===== config.mk =====
export PLATFORM = sky130hd
export DESIGN_NAME = if_fetch_unit
export DESIGN_NICKNAME = d
export VERILOG_FILES = /design/src/rtl/if_fetch_unit_pkg.sv /design/src/rtl/if_fetch_unit.sv
export SDC_FILE = /design/constraint.sdc
export NUM_CORES = 1
export LEC_CHECK = 0
export CORE_MARGIN = 2
export CORE_UTILIZATION = 50
export DETAILED_ROUTE_END_ITERATION = 6
export PLACE_DENSITY = 0.76
export REMOVE_ABC_BUFFERS = 1
export SETUP_SLACK_MARGIN = 0.02
export SLEW_MARGIN = 10
export SYNTH_ARGS = -nofsm -noshare
export SYNTH_HDL_FRONTEND = slang
export SYNTH_SLANG_ARGS = --single-unit

===== constraint.sdc =====
create_clock -name clk_i -period 2.9 [get_ports clk_i]
set_input_delay 0.58 -clock clk_i [delete_from_list [all_inputs] [get_ports clk_i]]
set_output_delay 0.58 -clock clk_i [all_outputs]
set_load 0.05 [all_outputs]

===== src/rtl/if_fetch_unit_pkg.sv =====
// if_fetch_unit_pkg: shared state encoding and constants for the instruction fetch unit
//   IDLE/REQ/HOLD/DISCARD fetch states, default reset PC, sequential PC step, NOP encoding
package if_fetch_unit_pkg;
   typedef enum logic [1:0] {IDLE = 2'd0, REQ = 2'd1, HOLD = 2'd2, DISCARD = 2'd3} fetch_state_e;
   localparam logic [31:0] DEF_RESET_PC = 32'h0000_0000;
   localparam logic [31:0] DEF_PC_STEP  = 32'd4;
   localparam logic [31:0] NOP          = 32'h0000_0013;
endpackage


===== src/rtl/if_fetch_unit.sv =====
// if_fetch_unit: PC holder, imem req/ack fetcher, one-entry stall buffer and redirect handling
//   clk_i/rst_i                 clock, async active-low reset
//   start_i                     run enable
//   stall_i/mem_stall_i         pipeline stalls (either one blocks delivery)
//   branch_*/jump_*             ID-stage redirects, branch wins
//   imem_req_o/addr_o/ack_i/data_i  instruction memory handshake
//   inst_o/pc_o/send_o/flush_o  IF/ID register data, load enable and flush
module if_fetch_unit
   import if_fetch_unit_pkg::*;
#(
   parameter logic [31:0] RESET_PC = DEF_RESET_PC,
   parameter logic [31:0] PC_STEP  = DEF_PC_STEP
)(
   input  logic        clk_i,
   input  logic        rst_i,
   input  logic        start_i,
   input  logic        stall_i,
   input  logic        mem_stall_i,
   input  logic        branch_i,
   input  logic [31:0] branch_target_i,
   input  logic        jump_i,
   input  logic [31:0] jump_target_i,
   output logic        imem_req_o,
   output logic [31:0] imem_addr_o,
   input  logic        imem_ack_i,
   input  logic [31:0] imem_data_i,
   output logic [31:0] inst_o,
   output logic [31:0] pc_o,
   output logic        send_o,
   output logic        flush_o
);
   fetch_state_e r_state;
   logic [31:0]  r_pc, r_addr, r_hold_inst, r_hold_pc;
   logic         w_redirect, w_stall;
   logic [31:0]  w_target, w_pc_seq;
   always_comb begin
      w_redirect = (r_state != IDLE) && (branch_i || jump_i);
      w_target   = branch_i ? branch_target_i : jump_target_i;
      w_stall    = stall_i || mem_stall_i;
      w_pc_seq   = r_pc + PC_STEP;
   end
   // req decoded from the state register so reset drops it without waiting for a clock
   assign imem_req_o  = (r_state == REQ) || (r_state == DISCARD);
   assign imem_addr_o = r_addr;
   assign flush_o     = w_redirect;
   always_ff @(posedge clk_i or negedge rst_i) begin
      if (!rst_i) begin
         r_state     <= IDLE;
         r_pc        <= RESET_PC;
         r_addr      <= RESET_PC;
         r_hold_inst <= '0;
         r_hold_pc   <= '0;
         inst_o      <= '0;
         pc_o        <= '0;
         send_o      <= 1'b0;
      end else begin
         send_o <= 1'b0;
         case (r_state)
            IDLE: if (start_i) begin
               r_addr  <= r_pc;
               r_state <= REQ;
            end
            REQ: if (w_redirect) begin
               // an unacked request must keep its address, so it is drained in DISCARD
               r_pc <= w_target;
               if (imem_ack_i) r_addr <= w_target;
               else r_state <= DISCARD;
            end else if (imem_ack_i) begin
               r_pc <= w_pc_seq;
               if (w_stall) begin
                  r_hold_inst <= imem_data_i;
                  r_hold_pc   <= r_addr;
                  r_state     <= HOLD;
               end else begin
                  inst_o  <= imem_data_i;
                  pc_o    <= r_addr;
                  send_o  <= 1'b1;
                  r_addr  <= w_pc_seq;
                  r_state <= start_i ? REQ : IDLE;
               end
            end
            HOLD: if (w_redirect) begin
               r_pc    <= w_target;
               r_addr  <= w_target;
               r_state <= REQ;
            end else if (!w_stall) begin
               inst_o  <= r_hold_inst;
               pc_o    <= r_hold_pc;
               send_o  <= 1'b1;
               r_addr  <= r_pc;
               r_state <= start_i ? REQ : IDLE;
            end
            DISCARD: if (w_redirect) begin
               // an ack coinciding with a new redirect ends the stale request right away
               r_pc <= w_target;
               if (imem_ack_i) begin
                  r_addr  <= w_target;
                  r_state <= REQ;
               end
            end else if (imem_ack_i) begin
               r_addr  <= r_pc;
               r_state <= REQ;
            end
            default: r_state <= IDLE;
         endcase
      end
   end
endmodule


==> results of run 1 <==
[final cells by class]
cell class / instances / area share [%]
clock buffer: 19 / 3.142
clock inverter: 13 / 1.319
inverter: 19 / 0.4947
multi-input combinational: 856 / 40.76
sequential: 195 / 33.85
tap: 280 / 2.430
timing repair buffer: 261 / 18.01
[placed cells by master, fill, tap and decap left out, drive strengths merged, types with 5 or more instances in the layout]
| cell type | count |
|---|---|
| o211ai | 15 |
| dfrtp | 195 |
| mux2 | 85 |
| nand4 | 18 |
| nand2b | 9 |
| nor3 | 14 |
| o21ai | 73 |
| a31oi | 17 |
| or2 | 5 |
| and4 | 6 |
| nor2b | 6 |
| inv | 24 |
| mux2i | 90 |
| nand3 | 19 |
| clkbuf | 20 |
| o221ai | 6 |
| buf | 62 |
| o31ai | 8 |
| a221oi | 8 |
| a2bb2oi | 18 |
| nand2 | 74 |
| nor2 | 128 |
| clkdlybuf4s50 | 198 |
| a21oi | 132 |
| a211oi | 6 |
| nor4 | 13 |
| and3 | 10 |
| ha | 6 |
| o22ai | 12 |
[timing repair]
action                                 4_1_cts  5_1_grt
hold buffers                                 0        0
endpoints found under the hold margin        0        0
setup endpoints to repair                    0        2
gates resized for setup                      0        1
[registers in the layout, summed over array words and instances (netlist names)]
signal and cells:
imem_addr_o 32, inst_o 32, pc_o 32, r_hold_inst 32, r_hold_pc 32, r_pc 32, r_state 2, send_o 1
[cell families after synthesis]
kind of cell | count (synthesis)
AOI/OAI and AO/OA | 351
and+or+nand+nor | 318
DFF | 195
muxes | 175
buffers and inverters | 117
xor gates and xnor gates | 6
adders and majority gates | 6
[per-layer routing]
| layer | wire length (um) | part of all wire [%] |
|---|---|---|
| met1 | 14810 | 43 |
| met2 | 15760 | 46 |
| met3 | 2657 | 7.8 |
| met5 | 10 | 0.029 |
| met4 | 905 | 2.7 |
[per-stage QoR]
stage          total power, mW  cells  setup WS (ns)  setup TNS, ns
6_report                 18.66   1643         0.1516              0
3_5_place_dp             15.98   1611        0.09567              0
2_1_floorplan            12.10   1070         -5.343        -516.78
5_1_grt                  19.66   1643        0.07978              0
3_3_place_gp             15.72   1611        0.09939              0
4_1_cts                  18.59   1643        0.03989              0
[report_power, final]
part	switching, mW	internal, mW
clock	1.15	1.44
sequential	1.25	4.10
combinational	6.58	4.13
[final timing paths]
| check | start | slack (ns) | to | depth (start not counted) |
|---|---|---|---|---|
| setup reg to reg | r_state[0] | 0.25 | r_pc[31] | 9 |
| max in group asynchronous | rst_i | 1.98 | r_pc[23] | 2 |
| hold reg to reg | r_hold_pc[4] | 0.50 | r_hold_pc[4] | 1 |
| setup / recovery | r_state[0] | 0.15 | flush_o | 6 |
| min in group clk_i | r_hold_pc[4] | 0.50 | r_hold_pc[4] | 1 |
| hold / removal | rst_i | 0.14 | r_hold_inst[17] | 1 |
==> results_dict.tcl, run 1 <==
set metrics [dict create \
    hpwl_um 23870 \
    fp.dieW_um 154.0 \
    area_growth_pct 28.08 \
    grt_remaining_overflow 0 \
    num_antenna_cells 0 \
    utilization_pct 65.65 \
    synth_top_family_by_area "compound AO/OA/AOI/OAI gates" \
    grt_max_degree 73 \
    synth.area.mux_share_pct 16.51 \
    synth_commonest_cells "dfrtp_1 (195), a21oi_1 (132), nor2_1 (128)" \
    route.detailed.drc 0 \
    setup_viol 0 \
    wl_per_cell_um 20.78 \
    cp.required_ns 2.32 \
    ir_worst_vdd_mv 0.5629 \
    io-pin-count 203 \
    syn_inst 1168 \
    clk_latency_ns 0.45 \
    worst-setup-path-type "flop to output pin" \
    synth-seq-area-share_pct 43.35 \
    synth_top_area_share_pct 43.35 \
    cts_setup_buffers 0 \
    wl_um 34140 \
    vias_per_cell 6.209 \
    cp_max_fo 22 \
    period_share_pct 94.77 \
    gp_congestion 0.9481 \
    slew-limit-headroom_pct 51.59 \
    start_util_pct 51.26 \
    use_met2_pct 45.87 \
    clkSinkCount 195 \
    fin_worst_skew_ns 0.01422 \
    ys_warn_count 0 \
    ant_nets 0 \
    use_met1_pct 40.03 \
    ctsHtreeMaxLevel 4 \
    cts_root_buf "clkbuf_16" \
    worstMarginPinSlew_ns 0.7261 \
    grt_pass1_vias 9831 \
    ctsLongestPathBuffers 2 \
    max_freq_ghz 0.3639 \
    multi_input_area_um2 5876 \
    cts.clk_slew.worst_paths_ns 0.07 \
    hold_class "input pin to asynchronous set/reset pin" \
    synthTopCellsByArea "dfrtp_1 (43%), mux2_2 (8.3%), mux2i_1 (8.0%), a21oi_1 (5.9%), nor2_1 (4.3%)" \
    post_synth.cell_area_avg_um2 9.637 \
    drt_first_pass_iters 5 \
    cp_cell_sequence "inv_1, ha_2, o21bai_4, inv_2, buf_12, buf_4" \
    rsz0062_at_grt "no" \
    track_usage_pct 28.81 \
    cap_violations 0 \
    synth_cell_types 88 \
    synth.most_common_cell "dfrtp_1" \
    synth_compound_area_share_pct 20.11 \
    dieArea_um2 23730 \
    fin_nets 1460 \
    grt_first_pass_wirelength_um 54480 \
    antenna_found_initial 1 \
    synth_seq_cells 195 \
    std_cell_rows 54 \
    cp.arrival_ns 2.17 \
    drt_iter0_markers 996 \
    fill_cells 1776 \
    holdWs_ns 0.1365 \
    synthAdderAreaFrac_pct 0.6670 \
    leakagePower_nw 5.759 \
    synthFlopType "dfrtp_1" \
    cts_tree "yes" \
    synthSimpleGateAreaFrac_pct 14.16 \
    die_h_um 154.0 \
    mappedNetlistArea_um2 11260 \
    synth_async_sr_flop_share_pct 100.0 \
    stdcell_area_um2 14420 \
    placed_cell_area_um2 13770 \
    path_buf_inv 4 \
    power_density_nw_per_um2 1294 \
    finalMaxSlewViolations 0 \
    seqCellArea_um2 4880 \
    period_minus_slack_ns 2.748 \
    synth-edff-count 0 \
    drive_gt1_share_pct 16.14 \
    coreArea_um2 21960 \
    vias 10200 \
    hold_violations 0 \
    synth_top_cell_by_area "dfrtp_1" \
    crit_slowest_cell "dfrtp_1" \
    numCtsBuffers 17 \
    status "finished clean" \
    use_met3_pct 4.876 \
    cp_slowest_stage_delay_ns 0.41 \
    cp_top_family "buffers and inverters" \
    worstSetupEndpointType "output pin" \
    busiest_layer "met2" \
    start_kind "flop" \
    synth_xor_area_share_pct 0.4669 \
    port_buffers 202 \
]
Note: power is estimated with default switching activity, not from simulation.
==> run 2, diff against run 1 <==
SLEW_MARGIN = default   (was 10)
==> results of run 2 <==
Same layout as run 1: the final DEF is identical, and so are final timing and power.
==> run 3, diff against run 2 <==
==> constraint.sdc (replaced) <==
create_clock -name clk_i -period 2.9 [get_ports clk_i]
set_input_delay 0.87 -clock clk_i [delete_from_list [all_inputs] [get_ports clk_i]]
set_output_delay 0.87 -clock clk_i [all_outputs]
set_load 0.05 [all_outputs]
==> results_dict.tcl, run 3 (synthesis results as in run 1) <==
set metrics [dict create \
    worst-setup-path-type "flop to output pin" \
    hold_class "input pin to asynchronous set/reset pin" \
    route.detailed.drc 0 \
    drt_first_pass_iters 5 \
    holdWs_ns 0.4036 \
    fill_cells 1762 \
    cts_tree "yes" \
    wl_um 34960 \
    period_share_pct 96.87 \
    instances_no_fill 1680 \
    slew-limit-headroom_pct 57.16 \
    p_sw_mw 9.067 \
    start_util_pct 51.26 \
    wl_per_cell_um 20.81 \
    p_comb_share_pct 58.5 \
    fin_worst_skew_ns 0.01109 \
    period_minus_slack_ns 2.809 \
    hold_violations 0 \
    placed_cell_area_um2 14140 \
    power.share.sequential_pct 28.3 \
    finalPower_mw 18.91 \
    cp_cell_sequence "ha_1, buf_4, or2_2, buf_12" \
    vias 10370 \
    setup_viol 0 \
    finalMaxSlewViolations 0 \
    drive_gt1_share_pct 18.43 \
    cp_top_family "flip-flops" \
    worstMarginPinSlew_ns 0.6377 \
    grt_pass1_vias 10130 \
    leakagePower_nw 5.962 \
    cts_root_buf "clkbuf_16" \
    numCtsBuffers 17 \
    final_cell_mix "clkdlybuf4s50_1 (197), dfrtp_1 (194), a21oi_1 (131)" \
    start_kind "flop" \
    path_buf_inv 2 \
    num_antenna_cells 0 \
    ant_nets 0 \
    cp_max_fo 7 \
    cts_hold_buf 0 \
    final_common_cell "clkdlybuf4s50_1" \
    ctsLongestPathBuffers 2 \
    pwr-share-clk_pct 13.1 \
    crit_slowest_cell "dfrtp_2" \
    coreArea_um2 21960 \
    rsz0062_at_grt "no" \
    vias_per_cell 6.171 \
    cp.arrival_ns 1.94 \
    p_sw_share_pct 47.95 \
    gp_congestion 0.9725 \
    io-pin-count 203 \
    worstSetupEndpointType "output pin" \
    ir_worst_vdd_mv 0.7372 \
    clkSinkCount 195 \
    ctsHtreeMaxLevel 4 \
    die_h_um 154.0 \
    power_density_nw_per_um2 1281 \
    track_usage_pct 29.53 \
    dieArea_um2 23730 \
    fin_nets 1497 \
    antenna_found_initial 0 \
    status "finished clean" \
    cp_slowest_stage_delay_ns 0.44 \
    clk_latency_ns 0.44 \
    cap_violations 0 \
    grt_max_degree 59 \
    fp.dieW_um 154.0 \
    stdcell_area_um2 14760 \
    port_buffers 202 \
    max_freq_ghz 0.3560 \
    cp.required_ns 2.03 \
    intPower_mw 9.841 \
    dp_cells 1648 \
    cts.clk_slew.worst_paths_ns 0.08 \
    grt_first_pass_wirelength_um 55460 \
    area_growth_pct 31.10 \
    grt_remaining_overflow 0 \
    hpwl_um 25320 \
    std_cell_rows 54 \
    drt_iter0_markers 969 \
]
## run 3: routing by layer
| metal | track usage [%] | routed length, um |
|---|---|---|
| met1 | 40.88 | 14930 |
| met2 | 46.76 | 16100 |
| met3 | 4.651 | 2846 |
| met4 | 11.66 | 1085 |
| met5 | 0 | 0 |
## run 3: worst paths after layout
path / end / slack, ns / from / cells after the start
max in group asynchronous: r_hold_inst[29] / 1.77 / rst_i / 2
worst max-delay path: imem_req_o / 0.09 / r_state[0] / 4
worst min-delay path: inst_o[17] / 0.40 / rst_i / 1
worst max register to register: r_pc[17] / 0.38 / r_state[0] / 8
min in group clk_i: r_hold_pc[4] / 0.50 / r_hold_pc[4] / 1
worst min register to register: r_hold_pc[4] / 0.50 / r_hold_pc[4] / 1
## run 3: power by group through the flow
stage,registers (mW),logic (mW),clock network [mW]
floorplan,7.44,4.66,0
global placement,5.31,10.7,0
detailed placement,5.37,10.9,0
CTS,5.32,11.0,2.51
global route,5.55,11.8,2.62
finish,5.36,11.1,2.48
## run 3: layout make-up
type                            count  area (um^2)  share of cell area, %
Clock inverter                     14        168.9                  1.145
Clock buffer                       18        439.2                  2.976
Tap cell                          280        350.3                  2.374
Timing Repair Buffer              298         2960                  20.06
Multi-Input combinational cell    856         5886                  39.88
Sequential cell                   195         4881                  33.08
Inverter                           19        71.32                 0.4833
## run 3: stage by stage
step / TNS (ns) / util, % / setup WS [ns]
final: 0 / 67.20 / 0.09070
after global routing: 0 / 67.20 / 0.04189
after CTS: 0 / 67.15 / 0.03623
after detailed placement: -1.190 / 64.38 / -0.09162
after global placement: -1.033 / 64.38 / -0.07738
after floorplan: -532.22 / - / -5.343
## run 3: what timing repair did
action	in CTS	in global routing
setup buffers	0	0
endpoints found under the setup margin	1	1
endpoints found under the hold margin	0	0
resized for setup	2	2
